### src/rtl/fp_unpack_pipe.sv
// fp_unpack_pipe
//   Pipelined IEEE-754 unpack/classify unit for arbitrary exponent and
//   fraction widths. Each accepted word is decoded combinationally on entry
//   to slot 0 and the decoded fields ride through STAGES register slots.
//   Each slot carries its own valid bit, and ready ripples back
//   combinationally, so bubbles collapse and full throughput is one word
//   per cycle.
//
// Ports
//   clk          clock, all state on rising edge
//   rst          synchronous active-high reset
//   in_valid     in_bits holds a word to unpack
//   in_ready     unit accepts in_bits this cycle
//   in_bits      packed word {sign, exponent, fraction}
//   out_valid    output fields hold a result
//   out_ready    consumer takes the result this cycle
//   out_sign     sign bit
//   out_exp_raw  biased exponent field, unmodified
//   out_exp_unb  signed unbiased exponent (EXP_W+2 bits, two's complement)
//   out_sig      {hidden bit, fraction}
//   out_class    one-hot: [0] zero [1] subnormal [2] normal [3] inf
//                [4] qnan [5] snan

module fp_unpack_pipe #(
  parameter int EXP_W  = 8,
  parameter int MAN_W  = 23,
  parameter int STAGES = 2
) (
  input  logic                   clk,
  input  logic                   rst,
  input  logic                   in_valid,
  output logic                   in_ready,
  input  logic [EXP_W+MAN_W:0]   in_bits,
  output logic                   out_valid,
  input  logic                   out_ready,
  output logic                   out_sign,
  output logic [EXP_W-1:0]       out_exp_raw,
  output logic [EXP_W+1:0]       out_exp_unb,
  output logic [MAN_W:0]         out_sig,
  output logic [5:0]             out_class
);

  // Bit positions inside the one-hot class vector.
  typedef enum int unsigned {
    CLS_ZERO = 0,
    CLS_SUB  = 1,
    CLS_NORM = 2,
    CLS_INF  = 3,
    CLS_QNAN = 4,
    CLS_SNAN = 5
  } cls_idx_e;

  typedef struct packed {
    logic               sign;
    logic [EXP_W-1:0]   exp_raw;
    logic [EXP_W+1:0]   exp_unb;
    logic [MAN_W:0]     sig;
    logic [5:0]         cls;
  } slot_t;

  // BIAS = 2^(EXP_W-1)-1 built as a bit pattern so it is exact for any width.
  localparam logic [EXP_W+1:0] BIAS = {3'b000, {(EXP_W-1){1'b1}}};
  localparam logic [EXP_W+1:0] ONE  = {{(EXP_W+1){1'b0}}, 1'b1};
  localparam logic [EXP_W+1:0] EMIN = ONE - BIAS;   // zero / subnormal
  localparam logic [EXP_W+1:0] ESPC = BIAS + ONE;   // inf / NaN

  logic [EXP_W-1:0] w_exp;
  logic [MAN_W-1:0] w_frac;
  logic             w_e_zero;
  logic             w_e_ones;
  logic             w_f_zero;
  slot_t            w_dec;

  logic [STAGES-1:0] w_load;

  logic [STAGES-1:0] r_vld;
  slot_t             r_slot [STAGES];

  // Field extraction and classification.
  assign w_exp    = in_bits[EXP_W+MAN_W-1:MAN_W];
  assign w_frac   = in_bits[MAN_W-1:0];
  assign w_e_zero = (w_exp == '0);
  assign w_e_ones = (w_exp == '1);
  assign w_f_zero = (w_frac == '0);

  always_comb begin
    w_dec         = '0;
    w_dec.sign    = in_bits[EXP_W+MAN_W];
    w_dec.exp_raw = w_exp;
    if (w_e_zero) begin
      w_dec.exp_unb = EMIN;
      w_dec.sig     = {1'b0, w_frac};
      if (w_f_zero) begin
        w_dec.cls[CLS_ZERO] = 1'b1;
      end else begin
        w_dec.cls[CLS_SUB] = 1'b1;
      end
    end else if (w_e_ones) begin
      w_dec.exp_unb = ESPC;
      w_dec.sig     = {1'b1, w_frac};
      if (w_f_zero) begin
        w_dec.cls[CLS_INF] = 1'b1;
      end else if (w_frac[MAN_W-1]) begin
        w_dec.cls[CLS_QNAN] = 1'b1;
      end else begin
        w_dec.cls[CLS_SNAN] = 1'b1;
      end
    end else begin
      w_dec.exp_unb = {2'b00, w_exp} - BIAS;
      w_dec.sig     = {1'b1, w_frac};
      w_dec.cls[CLS_NORM] = 1'b1;
    end
  end

  // Ready ripples from the output back toward slot 0: a slot may load when
  // it is empty or when whatever sits downstream of it can take its word.
  always_comb begin
    logic w_down;
    w_load = '0;
    w_down = out_ready;
    for (int unsigned i = 0; i < STAGES; i++) begin
      w_load[STAGES-1-i] = !r_vld[STAGES-1-i] || w_down;
      w_down             = w_load[STAGES-1-i];
    end
  end

  assign in_ready = !rst && w_load[0];

  // Data only moves when a valid word moves, so held outputs stay stable.
  always_ff @(posedge clk) begin
    if (rst) begin
      r_vld <= '0;
      for (int unsigned i = 0; i < STAGES; i++) begin
        r_slot[i] <= '0;
      end
    end else begin
      if (w_load[0]) begin
        r_vld[0] <= in_valid;
        if (in_valid) begin
          r_slot[0] <= w_dec;
        end
      end
      for (int unsigned i = 1; i < STAGES; i++) begin
        if (w_load[i]) begin
          r_vld[i] <= r_vld[i-1];
          if (r_vld[i-1]) begin
            r_slot[i] <= r_slot[i-1];
          end
        end
      end
    end
  end

  assign out_valid   = r_vld[STAGES-1];
  assign out_sign    = r_slot[STAGES-1].sign;
  assign out_exp_raw = r_slot[STAGES-1].exp_raw;
  assign out_exp_unb = r_slot[STAGES-1].exp_unb;
  assign out_sig     = r_slot[STAGES-1].sig;
  assign out_class   = r_slot[STAGES-1].cls;

endmodule
### config.mk
export PLATFORM = sky130hd
export DESIGN_NAME = fp_unpack_pipe
export DESIGN_NICKNAME = d
export VERILOG_FILES = /design/src/rtl/fp_unpack_pipe.sv
export SDC_FILE = /design/constraint.sdc
export NUM_CORES = 1
export LEC_CHECK = 0
export ABC_AREA = 0
export BUFFER_PORTS_ARGS = -buffer_cell sky130_fd_sc_hd__buf_2
export CAP_MARGIN = 15
export CORE_MARGIN = 10
export CORE_UTILIZATION = 55
export CTS_CLUSTER_DIAMETER = 100
export DETAILED_ROUTE_END_ITERATION = 10
export HOLD_SLACK_MARGIN = 0.06
export MAX_ROUTING_LAYER = met4
export PLACE_DENSITY = 0.81
export SLEW_MARGIN = 15
export SYNTH_ARGS = -nofsm -noshare
export SYNTH_HDL_FRONTEND = slang
export SYNTH_SLANG_ARGS = --single-unit
export TNS_END_PERCENT = 30
### constraint.sdc
create_clock -name clk -period 4.5 [get_ports clk]
set_clock_uncertainty 0.05 [all_clocks]
set_input_delay 0.9 -clock clk [delete_from_list [all_inputs] [get_ports clk]]
set_output_delay 0.9 -clock clk [all_outputs]
set_load 0.1 [all_outputs]
* After elaboration in Yosys (flattened, before gate mapping)
Memories as Yosys holds them, arrays and structs flattened. Cells that the tools add are included.
Word-level totals: input port bits 36, logic and storage cells 38, memories 1, bits in writable memories 98, output and inout port bits 51, flip-flop bits (word level) 2
Operators by class: reduce and logical (&&, ||, !) cells 8, add/sub/neg operators 1, muxes and demuxes 23, equality and inequality tests 1, bitwise gates (word level) 2
Memory list:
- r_slot | depth 2, width 49, rd ports 2, clocked after memory_dff 0, write ports 2, line 77 | slot_t r_slot [STAGES];
Operators by type and width (count):
- two-way mux 49 bit | 2
- two-way mux 34 bit | 2
- zero test 23 bit | 1
- two-way mux 1 bit | 15
- subtractor 8 x 7 -> 9 bit, second input constant | 1
- == test 8 bit, second input constant | 1
- zero test 8 bit | 1
- two-way mux 2 bit | 2
- two-way mux 4 bit | 1
- zero test 1 bit | 3
- two-way mux 3 bit | 1
- logical OR 1 bit | 2
- OR 1 bit | 2
- logical AND 1 bit | 1

* Depth between registers and ports, before layout
depth after elaboration 7, depth in mapped cells 6, gate-level depth less buffers 5

* Worst setup path after synthesis
OpenSTA, ideal clock, no wires.
path kind input -> register, start input port out_ready, end memory r_slot[0][0] (netlist name), enable pin, setup slack 0.610 ns, library setup time 0.464 ns, buffers on the path 0, arrival time 3.376 ns, stages 2, required time 3.986 ns, cell sequence and3b_1 -> o21bai_1
RTL lines:
- start: declaration | line 35 | input logic out_ready,
- end: declaration | line 77

* Worst setup path after layout
start input port out_ready, end output port in_ready
On the way: word-level cells in the longest chain between the ends 3
RTL lines:
- logical OR 1 bit (2 in a row) | line 122 | w_load[STAGES-1-i] = !r_vld[STAGES-1-i] || w_down;
- logical AND 1 bit | line 127 | assign in_ready = !rst && w_load[0];
- end: declaration | line 32 | output logic in_ready,
Every way passes these cells.

==> impl_metrics.env <==
export IMPL_status="finished clean"
export IMPL_globalRouteOverflowTotal=0
export IMPL_synth_async_reset_ratio_pct=0
export IMPL_yosysSeqAreaShare_pct=68.1
export IMPL_clock_latency_ps=360
export IMPL_routed_wl_met2_um=3450
export IMPL_area_growth_syn_to_layout_pct=8.49
export IMPL_h_tree_depth=3
export IMPL_drt_iter0_drc=131
export IMPL_grt_max_degree=55
export IMPL_wl_met1_um=3030
export IMPL_min_period_ps=2730
export IMPL_core_area_sq_mm=0.00765
export IMPL_synth_most_common_cell="edfxtp_1"
export IMPL_postCtsHoldBufs=0
export IMPL_setup_violations=0
export IMPL_synth_ff_type="edfxtp_1"
export IMPL_grt_use_total_pct=12.6
export IMPL_cp_required_ps=3550
export IMPL_period_share_pct=60.6
export IMPL_clk_pin_slew_ps=90
export IMPL_grt_setup_unrepaired="no"
export IMPL_drive_gt1_share_pct=31.9
export IMPL_yosysTopAreaCellShare_pct=67.2
export IMPL_synth_seq_cells=98
export IMPL_routed_wl_um=7080
export IMPL_ys_top_cells_by_area="edfxtp_1 (67%), and2_1 (11%), buf_4 (8.4%)"
export IMPL_crit_type="primary input to output port"
export IMPL_post_cts_buffers=0
export IMPL_max_stage_delay_ps=430
export IMPL_fmax_mhz=366
export IMPL_gp_congestion=0.870
export IMPL_drc_errors=0
export IMPL_ant_nets=0
export IMPL_num_nets_final=381
export IMPL_synth_area_leader_cell="edfxtp_1"
export IMPL_cts_root_buffer="clkbuf_8"
export IMPL_critPathMostFrequentCell="buf_2"
export IMPL_dr_wl_met3_um=438
export IMPL_ir_worst_vdd_v=0.000206
export IMPL_worst_pin_slew_ps=1060
export IMPL_hpwl_um=4960
export IMPL_cts_made_buffers=9
export IMPL_cts_resized=0
export IMPL_synthTopCellsByCount="edfxtp_1 (96), and2_1 (77), buf_4 (48), clkbuf_1 (9)"
export IMPL_synth_fp_nets=342
export IMPL_crit_family="buffers and inverters"
export IMPL_slowest_stage="buf_2"
export IMPL_crit_cells=4
export IMPL_dp_cells=434
export IMPL_cp_cell_sequence="buf_2 -> and3b_1 -> nor2_1 -> buf_2"
export IMPL_maxSlewViolCount=0
export IMPL_postSynthCellCount=304
export IMPL_clk_path_buf_depth=2
export IMPL_die_h_um=108
export IMPL_viasPerCell=4.91
export IMPL_vias=2209
export IMPL_cp_max_fo=5
export IMPL_grt_pass1_wl_um=11200
export IMPL_syn_cell_area_sq_mm=0.00429
export IMPL_critPathLaunchType="primary input"
export IMPL_ys_warn_count=0
export IMPL_cts_tree="done"
export IMPL_numPortBuffers=86
export IMPL_wire_per_inst_um=15.7
export IMPL_rows=32
export IMPL_power_density_mw_per_mm2=439
export IMPL_finalNonFillerCells=450
export IMPL_hold_depth=2
export IMPL_tns_ps=0
export IMPL_cap_viol_max_count=0
export IMPL_slew_headroom_pct=29.4
export IMPL_rr_worst_depth=4
export IMPL_top_layer="met4"
export IMPL_syn_mean_instance_area_sq_um=14.1
export IMPL_crit_arrival_ps=1780
export IMPL_path_buf_inv=2
export IMPL_p_leak_nw=1.92
export IMPL_initial_utilization_pct=56.1
export IMPL_grt_pass1_vias=2211
export IMPL_ios=87
export IMPL_end_kind="output port"
export IMPL_ys_types=36
export IMPL_synth_edff_count=96
export IMPL_min_path_type="flop to flop"
export IMPL_clock_sinks=98
export IMPL_antenna_found_initial=0
export IMPL_drtPass1Iterations=4
export IMPL_dieArea_sq_mm=0.0117
export IMPL_hold_viol=0
export IMPL_die_x_um=108
export IMPL_antenna_cells=0
-- where the power goes --
group          leakage, nW  switching [mW]  total, mW  internal [mW]
sequential            1.05          0.0145       1.09           1.08
combinational        0.772           0.331      0.392         0.0607
clock               0.0901           0.297      0.557          0.261
-- cells by family after synthesis --
logic type,Yosys count,synth area share (%)
XOR/XNOR,3,0.613
AO/OA/AOI/OAI,14,2.65
adder cells (fa/ha/maj),2,0.583
flip-flops,98,68.1
AND/OR/NAND/NOR,121,17.6
buffers and inverters,66,10.4
-- cells in the final DEF, fill, tap and decap left out, types with 2 or more instances in the layout --
cell type    n
nand3_1      4
clkinvlp_4   2
and3_1       3
nor2_1       8
inv_1        6
and4_1       2
or3_1        3
nand4_1      2
dfxtp_1      2
a2111oi_2    2
ha_1         2
a211oi_1     3
o21ai_0      2
nor3_1       5
edfxtp_1    96
buf_4        2
clkbuf_8     9
xnor2_1      2
buf_2       86
and2_1      77
nor4_1       8
nand2_1      2
clkbuf_1     2
-- metal layers --
| layer | vias to the layer above | track usage (%) |
|---|---|---|
| li1 | 1103 | - |
| met1 | 1026 | 14.7 |
| met2 | 65 | 19.8 |
| met3 | 15 | 3.39 |
| met4 | 0 | 6.31 |
| met5 | - | - |
-- stage by stage --
step                      hold WS (ps)  power, mW  instance area [sq um]  setup WS [ps]  utilization [%]
after global routing               479       2.11                   4650           1740             60.8
after detailed placement           433       1.51                   4460           1670             58.3
after floorplan                    392       1.48                   4290            610                -
after CTS                          448       2.06                   4650           1770             60.8
after global placement             409       1.50                   4460           1730             58.3
final                              445       2.04                   4650           1770             60.8
-- sequential cells by signal (all words and copies together) (netlist names) --
signal,count
r_slot,96
r_vld,2
-- worst min-delay path, stage by stage, from the launching register on --
cell and delay [ps]:
dfxtp_1 340, inv_1 60, a21oi_1 50
-- layout make-up --
cell class                      count  area (sq um)
Multi-Input combinational cell    140           941
Timing Repair Buffer               88           445
Clock buffer                       11           131
Sequential cell                    98          2920
Fill cell                         614          2990
Tap cell                          102           128
Clock inverter                      5          62.6
Inverter                            6          22.5
-- worst paths after layout --
check                              from                          to  slack [ps]
setup reg to reg  r_vld[0]$_SDFFE_PP0N_  r_slot[0][0]$_SDFFCE_PN0P_        2320
hold / removal    r_vld[0]$_SDFFE_PP0N_       r_vld[1]$_SDFFE_PP0P_         440
hold reg to reg   r_vld[0]$_SDFFE_PP0N_       r_vld[1]$_SDFFE_PP0P_         440
setup / recovery              out_ready                    in_ready        1770
(Power assumes the default switching activity.)
